--- config.mk ---
export PLATFORM = sky130hd
export DESIGN_NAME = sync_fifo_param_flat
export DESIGN_NICKNAME = d
export VERILOG_FILES = /design/src/rtl/sync_fifo_param_pkg.sv /design/src/rtl/sync_fifo_param_if.sv /design/src/rtl/sync_fifo_param_ram.sv /design/src/rtl/sync_fifo_param.sv /design/src/flat_wrapper.sv
export SDC_FILE = /design/constraint.sdc
export NUM_CORES = 1
export LEC_CHECK = 0
export ABC_AREA = 1
export CORE_MARGIN = 2
export CORE_UTILIZATION = 45
export CTS_CLUSTER_DIAMETER = 150
export DETAILED_ROUTE_END_ITERATION = 10
export MAX_ROUTING_LAYER = met4
export SYNTH_ARGS = -nofsm -noshare
export SYNTH_HDL_FRONTEND = slang
export SYNTH_SLANG_ARGS = --single-unit
--- constraint.sdc ---
create_clock -name clk -period 1.83 [get_ports clk]
set_clock_uncertainty 0.05 [all_clocks]
set_input_delay 0.366 -clock clk [delete_from_list [all_inputs] [get_ports clk]]
set_output_delay 0.366 -clock clk [all_outputs]
set_load 0.05 [all_outputs]
--- src/rtl/sync_fifo_param_pkg.sv ---
// fifo_pkg: definitions shared by the synchronous FIFO and its future async
// siblings.
//   clog2()        : ceiling log2, used to size pointers and the occupancy count
//   ADDR_W         : pointer width for the default depth
//   FIFO_STD/FWFT  : read-mode selectors for the FWFT parameter
package fifo_pkg;

    localparam int unsigned FIFO_STD  = 0;
    localparam int unsigned FIFO_FWFT = 1;

    function automatic int unsigned clog2(input int unsigned value);
        int unsigned result;
        result = 0;
        for (int unsigned i = 0; i < 32; i++) begin
            if ((32'd1 << i) < value) begin
                result = i + 1;
            end
        end
        return result;
    endfunction

    localparam int unsigned DEFAULT_DEPTH = 64;
    localparam int unsigned ADDR_W        = clog2(DEFAULT_DEPTH);

endpackage

--- src/rtl/sync_fifo_param_if.sv ---
// sync_fifo_param_if: producer/consumer bundle of the synchronous FIFO.
//   master : drives wr_en, wr_data, rd_en, clr_err; observes data and flags
//   slave  : the FIFO side (the mirror image of master)
// count is clog2(DEPTH)+1 bits wide, so DEPTH itself is representable.
interface sync_fifo_param_if
    import fifo_pkg::*;
#(
    parameter int unsigned DATA_W = 8,
    parameter int unsigned DEPTH  = 64
);
    localparam int unsigned AW = clog2(DEPTH);

    logic              wr_en;
    logic [DATA_W-1:0] wr_data;
    logic              rd_en;
    logic              clr_err;
    logic [DATA_W-1:0] rd_data;
    logic              rd_valid;
    logic              full;
    logic              empty;
    logic              almost_full;
    logic              almost_empty;
    logic [AW:0]       count;
    logic              overflow;
    logic              underflow;

    modport master (
        output wr_en, wr_data, rd_en, clr_err,
        input  rd_data, rd_valid, full, empty, almost_full, almost_empty,
               count, overflow, underflow
    );

    modport slave (
        input  wr_en, wr_data, rd_en, clr_err,
        output rd_data, rd_valid, full, empty, almost_full, almost_empty,
               count, overflow, underflow
    );

endinterface

--- src/rtl/sync_fifo_param_ram.sv ---
// fifo_ram: simple dual-port storage, DATA_W x DEPTH.
//   clk     : write clock
//   i_we    : write enable, i_waddr / i_wdata : write port
//   i_raddr : read address, o_rdata : asynchronous read data
// The contents are never reset.
module fifo_ram
    import fifo_pkg::*;
#(
    parameter int unsigned DATA_W = 8,
    parameter int unsigned DEPTH  = 64
) (
    input  logic                       clk,
    input  logic                       i_we,
    input  logic [clog2(DEPTH)-1:0]    i_waddr,
    input  logic [DATA_W-1:0]          i_wdata,
    input  logic [clog2(DEPTH)-1:0]    i_raddr,
    output logic [DATA_W-1:0]          o_rdata
);

    logic [DATA_W-1:0] r_mem [DEPTH];

    always_ff @(posedge clk) begin
        if (i_we) begin
            r_mem[i_waddr] <= i_wdata;
        end
    end

    assign o_rdata = r_mem[i_raddr];

endmodule

--- src/rtl/sync_fifo_param.sv ---
// sync_fifo_param: parametrised single-clock FIFO.
//   clk, rst : clock and asynchronous active-high reset
//   bus      : slave side of sync_fifo_param_if (write/read requests, data,
//              occupancy count, full/empty/almost flags, sticky error flags)
// Flags are registered from the next-cycle count, so they move together with
// count. FWFT selects a registered read (1-cycle latency) or fall-through.
module sync_fifo_param
    import fifo_pkg::*;
#(
    parameter int unsigned DATA_W   = 8,
    parameter int unsigned DEPTH    = 64,
    parameter int unsigned AF_LEVEL = DEPTH - 4,
    parameter int unsigned AE_LEVEL = 4,
    parameter int unsigned FWFT     = FIFO_STD
) (
    input logic              clk,
    input logic              rst,
    sync_fifo_param_if.slave bus
);

    localparam int unsigned AW       = clog2(DEPTH);
    localparam logic [AW:0] CNT_ONE  = (AW+1)'(1);
    localparam logic [AW:0] CNT_FULL = (AW+1)'(DEPTH);
    localparam logic [AW:0] CNT_AF   = (AW+1)'(AF_LEVEL);
    localparam logic [AW:0] CNT_AE   = (AW+1)'(AE_LEVEL);
    localparam logic [AW-1:0] PTR_ONE = AW'(1);

    logic              w_wr_acc;
    logic              w_rd_acc;
    logic [AW:0]       w_cnt_nxt;
    logic [DATA_W-1:0] w_ram_rd;

    logic [AW-1:0]     r_wr_ptr;
    logic [AW-1:0]     r_rd_ptr;
    logic [AW:0]       r_count;
    logic              r_full;
    logic              r_empty;
    logic              r_af;
    logic              r_ae;
    logic              r_ovf;
    logic              r_unf;

    // Accepts use the registered flags: no write-through on full and no
    // read-through on empty.
    assign w_wr_acc = bus.wr_en & ~r_full;
    assign w_rd_acc = bus.rd_en & ~r_empty;

    always_comb begin
        w_cnt_nxt = r_count;
        if (w_wr_acc && !w_rd_acc) begin
            w_cnt_nxt = r_count + CNT_ONE;
        end else if (w_rd_acc && !w_wr_acc) begin
            w_cnt_nxt = r_count - CNT_ONE;
        end
    end

    always_ff @(posedge clk or posedge rst) begin
        if (rst) begin
            r_wr_ptr <= '0;
            r_rd_ptr <= '0;
            r_count  <= '0;
            r_full   <= 1'b0;
            r_empty  <= 1'b1;
            r_af     <= 1'b0;
            r_ae     <= 1'b1;
            r_ovf    <= 1'b0;
            r_unf    <= 1'b0;
        end else begin
            if (w_wr_acc) begin
                r_wr_ptr <= r_wr_ptr + PTR_ONE;
            end
            if (w_rd_acc) begin
                r_rd_ptr <= r_rd_ptr + PTR_ONE;
            end
            r_count <= w_cnt_nxt;
            r_full  <= (w_cnt_nxt == CNT_FULL);
            r_empty <= (w_cnt_nxt == '0);
            r_af    <= (w_cnt_nxt >= CNT_AF);
            r_ae    <= (w_cnt_nxt <= CNT_AE);
            // A new error event in the same cycle as clr_err keeps the flag set.
            r_ovf   <= (r_ovf & ~bus.clr_err) | (bus.wr_en & r_full);
            r_unf   <= (r_unf & ~bus.clr_err) | (bus.rd_en & r_empty);
        end
    end

    fifo_ram #(
        .DATA_W (DATA_W),
        .DEPTH  (DEPTH)
    ) u_ram (
        .clk     (clk),
        .i_we    (w_wr_acc),
        .i_waddr (r_wr_ptr),
        .i_wdata (bus.wr_data),
        .i_raddr (r_rd_ptr),
        .o_rdata (w_ram_rd)
    );

    generate
        if (FWFT == FIFO_FWFT) begin : g_fwft
            // Head word is presented directly; zero while empty so reset and
            // idle outputs stay deterministic.
            assign bus.rd_data  = r_empty ? '0 : w_ram_rd;
            assign bus.rd_valid = ~r_empty;
        end else begin : g_std
            logic [DATA_W-1:0] r_rd_data;
            logic              r_rd_valid;

            always_ff @(posedge clk or posedge rst) begin
                if (rst) begin
                    r_rd_data  <= '0;
                    r_rd_valid <= 1'b0;
                end else begin
                    r_rd_valid <= w_rd_acc;
                    if (w_rd_acc) begin
                        r_rd_data <= w_ram_rd;
                    end
                end
            end

            assign bus.rd_data  = r_rd_data;
            assign bus.rd_valid = r_rd_valid;
        end
    endgenerate

    assign bus.count        = r_count;
    assign bus.full         = r_full;
    assign bus.empty        = r_empty;
    assign bus.almost_full  = r_af;
    assign bus.almost_empty = r_ae;
    assign bus.overflow     = r_ovf;
    assign bus.underflow    = r_unf;

endmodule
--- src/flat_wrapper.sv ---
// flat-port wrapper written by rule: the top's interface ports become plain ports
module sync_fifo_param_flat import fifo_pkg::*;
#(
    parameter int unsigned DATA_W   = 8,
    parameter int unsigned DEPTH    = 64,
    parameter int unsigned AF_LEVEL = DEPTH - 4,
    parameter int unsigned AE_LEVEL = 4,
    parameter int unsigned FWFT     = FIFO_STD
)
  (clk, rst, bus_wr_en, bus_wr_data, bus_rd_en, bus_clr_err, bus_rd_data, bus_rd_valid, bus_full, bus_empty, bus_almost_full, bus_almost_empty, bus_count, bus_overflow, bus_underflow);
  sync_fifo_param_if #(.DATA_W(DATA_W), .DEPTH(DEPTH)) bus_i ();
  input logic clk;
  input logic rst;
  input wire logic [$bits(bus_i.wr_en)-1:0] bus_wr_en;
  input wire logic [$bits(bus_i.wr_data)-1:0] bus_wr_data;
  input wire logic [$bits(bus_i.rd_en)-1:0] bus_rd_en;
  input wire logic [$bits(bus_i.clr_err)-1:0] bus_clr_err;
  output wire logic [$bits(bus_i.rd_data)-1:0] bus_rd_data;
  output wire logic [$bits(bus_i.rd_valid)-1:0] bus_rd_valid;
  output wire logic [$bits(bus_i.full)-1:0] bus_full;
  output wire logic [$bits(bus_i.empty)-1:0] bus_empty;
  output wire logic [$bits(bus_i.almost_full)-1:0] bus_almost_full;
  output wire logic [$bits(bus_i.almost_empty)-1:0] bus_almost_empty;
  output wire logic [$bits(bus_i.count)-1:0] bus_count;
  output wire logic [$bits(bus_i.overflow)-1:0] bus_overflow;
  output wire logic [$bits(bus_i.underflow)-1:0] bus_underflow;
  assign bus_i.wr_en = bus_wr_en;
  assign bus_i.wr_data = bus_wr_data;
  assign bus_i.rd_en = bus_rd_en;
  assign bus_i.clr_err = bus_clr_err;
  assign bus_rd_data = bus_i.rd_data;
  assign bus_rd_valid = bus_i.rd_valid;
  assign bus_full = bus_i.full;
  assign bus_empty = bus_i.empty;
  assign bus_almost_full = bus_i.almost_full;
  assign bus_almost_empty = bus_i.almost_empty;
  assign bus_count = bus_i.count;
  assign bus_overflow = bus_i.overflow;
  assign bus_underflow = bus_i.underflow;
  sync_fifo_param #(.DATA_W(DATA_W), .DEPTH(DEPTH), .AF_LEVEL(AF_LEVEL), .AE_LEVEL(AE_LEVEL), .FWFT(FWFT)) u_core (.clk(clk), .rst(rst), .bus(bus_i));
endmodule
**Word-level counts from Yosys, hierarchy flattened**

Memories as Yosys holds them, arrays and structs flattened. A register that Yosys moved wholly into a read port is not among the register bits.
Cells that the tools add are included.
W data, S select, Z words.

- Add/sub/neg operators: 4
- Order comparisons: 2
- Equal/unequal tests: 1
- Mux-type cells: 4
- Bitwise operators: 11
- Reductions and logical operators: 5

Operators by type and width:

| operator | count |
|---|---|
| $mux W7 | 2 |
| $add A6 B1 Y6 const B | 2 |
| $add A7 B1 Y7 const B | 1 |
| $eq A7 B7 Y1 const B | 1 |
| $ge A7 B6 Y1 const B | 1 |
| $le A7 B3 Y1 const B | 1 |
| $logic_not A7 Y1 | 1 |
| $sub A7 B1 Y7 const B | 1 |
| $and A1 B1 Y1 | 6 |
| $not A1 Y1 | 3 |
| $logic_and A1 B1 Y1 | 2 |
| $logic_not A1 Y1 | 2 |
| $mux W1 | 2 |
| $or A1 B1 Y1 | 2 |

- Register bits: 26
- RAM bits: 512
- Input port bits: 13
- Output and inout port bits: 22
- Memories: 1

Memories:

| name | depth | bits a word | read ports | clocked after memory_dff | wr ports | RTL line | RTL |
|---|---|---|---|---|---|---|---|
| u_core.u_ram.r_mem | 64 | 8 | 1 | 1 | 1 | sync_fifo_param_ram.sv:20 | `logic [DATA_W-1:0] r_mem [DEPTH];` |

**Logic depth before layout (Yosys ltp)**

Gate-level depths: netlist of run 1.

- Depth after elaboration: 7
- Mapped depth: 14
- Gate-level depth less buffers: 12

**Hierarchy**

Synthesis of run 1 repeated with hierarchy kept, for this count alone.

- Cell total of the unflattened synthesis: 2004
- Area, all modules: 22925.7 µm²

Modules (own cells, without submodules):

| module | instances | cells each | area each (µm²) |
|---|---|---|---|
| fifo_ram | 1 | 1797 | 21179.1 |
| sync_fifo_param | 1 | 207 | 1746.7 |

**Least setup slack after synthesis of run 1**

Ideal clock, no wire load.

- Path type: reg-to-reg
- Start: reg u_core.r_full (netlist: u_core.bus.full)
- End: mem u_core.u_ram.r_mem[16][0] (enable)
- Arrival time: 1.690 ns
- Path slack: -0.280 ns
- Cell stages (with the launch flop): 7
- Path buffers: 1
- Path through: dfrtp_1 -> inv_2 -> nand2_2 -> inv_2 -> clkbuf_1 -> nand2_1 -> nor2_1

- Longest elaborated chain between the ends: 4

Ends and longest elaborated chain:

| element | RTL line | RTL |
|---|---|---|
| from (decl) | sync_fifo_param.sv:36 | `logic r_full;` |
| from (signal assigned) | sync_fifo_param.sv:76 | `r_full <= (w_cnt_nxt == CNT_FULL);` |
| $not A1 Y1 | sync_fifo_param.sv:45 | `assign w_wr_acc = bus.wr_en & ~r_full;` |
| $and A1 B1 Y1 | sync_fifo_param.sv:45 |  |
| $mux W1 | sync_fifo_param_ram.sv:23 | `if (i_we) begin` |
| $mux W1 (not written as such) | sync_fifo_param_ram.sv:24 | `r_mem[i_waddr] <= i_wdata;` |
| to (decl) | sync_fifo_param_ram.sv:20 |  |

Every way passes these cells.

==> metrics.txt, run 1 <==
worst-skew pair later-pin latency 0.61 ns; Net Sw Frac 38.4%; CTS Buffer Depth 3; drt total wl 58,400 um; commonest non-fill, non-tap cell in the layout nand2_1; antenna violations before repair 0; endpoints failing setup 8; DR vias 15,100; Inserted Clock Buffers 55; 1st-pass router iterations 5; most common flop cell mapped by yosys edfxtp_1; post-route minimum period 2.09 ns; Post-synth EDFFs 512; violated checks negative setup slack; Syn Nets 1,976; CP most frequent cell nand2_1; most frequent cells in the layout nand2_1 (638), edfxtp_1 (512), nand3_1 (445); status finished with violations; first-pass GRT wire length 88,200 um; CP endpoint kind flip-flop; R2R Setup Slk -0.26 ns; Power Dens Cells 1590 nW/um^2; largest net degree at the start of global routing 67; proportion of layout cells with a drive suffix above 1 15.6%; Tightest Hold Check Type primary input to async pin; GRT overflow 0; slowest cell on the critical path dfrtp_4; Syn Std Cell Area 22,600 sq um; clock tree sinks 546; fillcell total 4,259; # Max-Cap Violations 0; Netlist cell types 32; area taken by multi-input logic gates 5940 sq um; kind of critical path flip-flop to flip-flop; area grow syn2layout 18.0%; internal power contribution 26.1 mW; setup TNS -1.77 ns; Iter 0 DRT Violations 1,775; Slew HR 63.1%; Final ANT Viol Nets 0; n_diodes 0; drt via density 5.44; RSZ-0062 raised after global routing true; register area share after synthesis 71.7%; Worst Max-Slew Pin Slew 0.553 ns; kind of start point of the critical path flip-flop; leakage power 9.73 nW; Logic pwr share 39.3%; Die Y 228 um; Final Core Density 53.6%; Initial Util 45.4%; Max IR drop VDD 0.985 mV; number of global-route vias before repair 14,700; I/O pin cnt 35; nets 2,078; Arr. time, crit path 2.59 ns; Fin. Hold Viols 0; Synth Register Bits 546; post-DP HPWL 35,200 um; DR WL/cell 21.0 um; CP peak stage delay 0.57 ns; core area 49,900 sq um; average cell area after synthesis 11.6 sq um; Ys Warns 0; TritonCTS clock tree built; Placer Congestion 0.865; clock-pin slew on the worst setup and hold paths 0.06 ns; Residual DRC 0; ys async rst share 6.23%; die width 228 um; Clk pwr share 25.5%; worst setup margin -0.260 ns; fmax 478 MHz; register area 16,200 sq um; GR Util All Layers 23.0%; fin crit share 114%; CTS Hold Bufs 0; port bufs 34; sequential share of power 35.2%; CP Max Fanout 14; clock root buffer clkbuf_16; # rows 82; P_sw 16.3 mW; total power 42.4 mW; Cell Chain, Critical Path inv_12, buf_4, clkbuf_16, nand2_1, nand3_1, nand3_1, nand3_1, nand2_1, nand2_1, nand3_1, nand2_2, nand2_1, nand2_1; Mapped Cells 1,959; count of final max-slew check failures 0; WP data required 2.33 ns; CTS H-tree lvls 2; die area 52,100 sq um
## metal layers
layer	wire length, um	global-route usage (%)	vias up
li1	-	-	7045
met1	25800	32.4	7331
met2	26700	35.2	610
met3	4400	3.62	110
met4	1480	6.15	0
met5	0	-	-
## flip-flops by register name, indices dropped and copies added (netlist names)
| register | cells |
|---|---|
| u_core.bus.count | 7 |
| u_core.bus.rd_valid | 1 |
| u_core.bus.underflow | 1 |
| u_core.bus.almost_full | 1 |
| u_core.bus.rd_data | 8 |
| u_core.r_wr_ptr | 6 |
| u_core.bus.full | 1 |
| u_core.bus.almost_empty | 1 |
| u_core.r_rd_ptr | 6 |
| u_core.bus.empty | 1 |
| u_core.u_ram.r_mem | 512 |
| u_core.bus.overflow | 1 |
## cell families (layout without fill, tap and decap cells)
family | count (synthesis) | count (layout) | share of synthesized area, %
adders and majority gates | 4 | 4 | 0.221
buffers and inverters | 155 | 300 | 4.06
AOI/OAI and AO/OA | 33 | 33 | 0.868
xor gates and xnor gates | 11 | 11 | 0.426
and+or+nand+nor | 1210 | 1210 | 22.7
DFF | 546 | 546 | 71.7
## cell type report
cell class | instances | share of cell area (%)
repair buffers | 156 | 6.69
clock buffers | 68 | 5.50
multi-input cells | 1258 | 22.2
flip-flops and latches | 546 | 60.8
clock inverters | 32 | 0.942
inverters | 44 | 0.679
well taps | 672 | 3.15
## critical path, delay by kind of cell (launching register included)
family	cells	cell delay, ns
buf+inv	3	0.52
flops	1	0.57
simple gates	10	0.86
## through the flow
| step | area (sq um) | instances | setup slack (ns) | hold WS (ns) |
|---|---|---|---|---|
| 4_1_cts | 26600 | 2774 | -0.214 | 0.144 |
| 6_report | 26700 | 2776 | -0.260 | 0.141 |
| 3_5_place_dp | 24700 | 2671 | -0.372 | 0.420 |
| 5_1_grt | 26700 | 2776 | -0.334 | 0.185 |
| 2_1_floorplan | 23000 | 1959 | -0.0625 | 0.415 |
| 3_3_place_gp | 24700 | 2671 | -0.367 | 0.419 |
## final timing paths
path                                                   start                                   to  depth (start not counted)
setup / recovery              u_core.r_rd_ptr[0]$_DFFE_PP0P_    u_core.bus.rd_data[3]$_DFFE_PP0P_                         13
hold / removal                                           rst    u_core.bus.rd_data[7]$_DFFE_PP0P_                          3
setup reg to reg              u_core.r_rd_ptr[0]$_DFFE_PP0P_    u_core.bus.rd_data[3]$_DFFE_PP0P_                         13
max in group asynchronous                                rst       u_core.r_rd_ptr[1]$_DFFE_PP0P_                          3
hold reg to reg            u_core.bus.rd_data[2]$_DFFE_PP0P_    u_core.bus.rd_data[2]$_DFFE_PP0P_                          2
min in group clk                              bus_wr_data[4]  u_core.u_ram.r_mem[43][4]$_DFFE_PP_                          2
## power groups by stage
stage          logic [mW]  clock network, mW  registers [mW]
6_report             16.6               10.8            14.9
5_1_grt              18.0               11.5            15.0
4_1_cts              16.1               10.9            14.9
3_5_place_dp         15.7                  0            15.1
3_3_place_gp         15.5                  0            15.1
2_1_floorplan        9.62                  0            15.6
## what timing repair did
action                                  4_1_cts  5_1_grt
cloned                                        2        2
setup buffers                                 1        1
resized for setup                            17       38
pin swaps                                     0        0
endpoints found under the setup margin       20      338
## synth_stat cells (4+ instances only)
library cell,number,area [sq um]
buf_1,11,41.3
ha_1,4,50.1
clkbuf_1,8,30.0
xor2_1,10,87.6
o211ai_1,4,30.0
buf_2,48,240
buf_4,16,120
nand4_1,5,31.3
buf_6,27,304
nand3_1,455,2280
dfrtp_1,32,801
a21boi_0,4,30.0
a21oi_1,8,40.0
inv_2,4,15.0
nor2_1,87,327
o21ai_0,12,60.1
nand2_1,656,2460
edfxtp_1,512,15400
inv_1,38,143
Note: power is estimated with default switching activity, not from simulation.
==> inputs of run 2 (changes only) <==
CAP_MARGIN = 20   (was default)
==> results of run 2 <==
Same layout as run 1: the final DEF is identical, and so are final timing and power.
==> inputs of run 3 (changes only) <==
TNS_END_PERCENT = 50   (was default)
==> results of run 3 <==
Same layout as run 1: the final DEF is identical, and so are final timing and power.
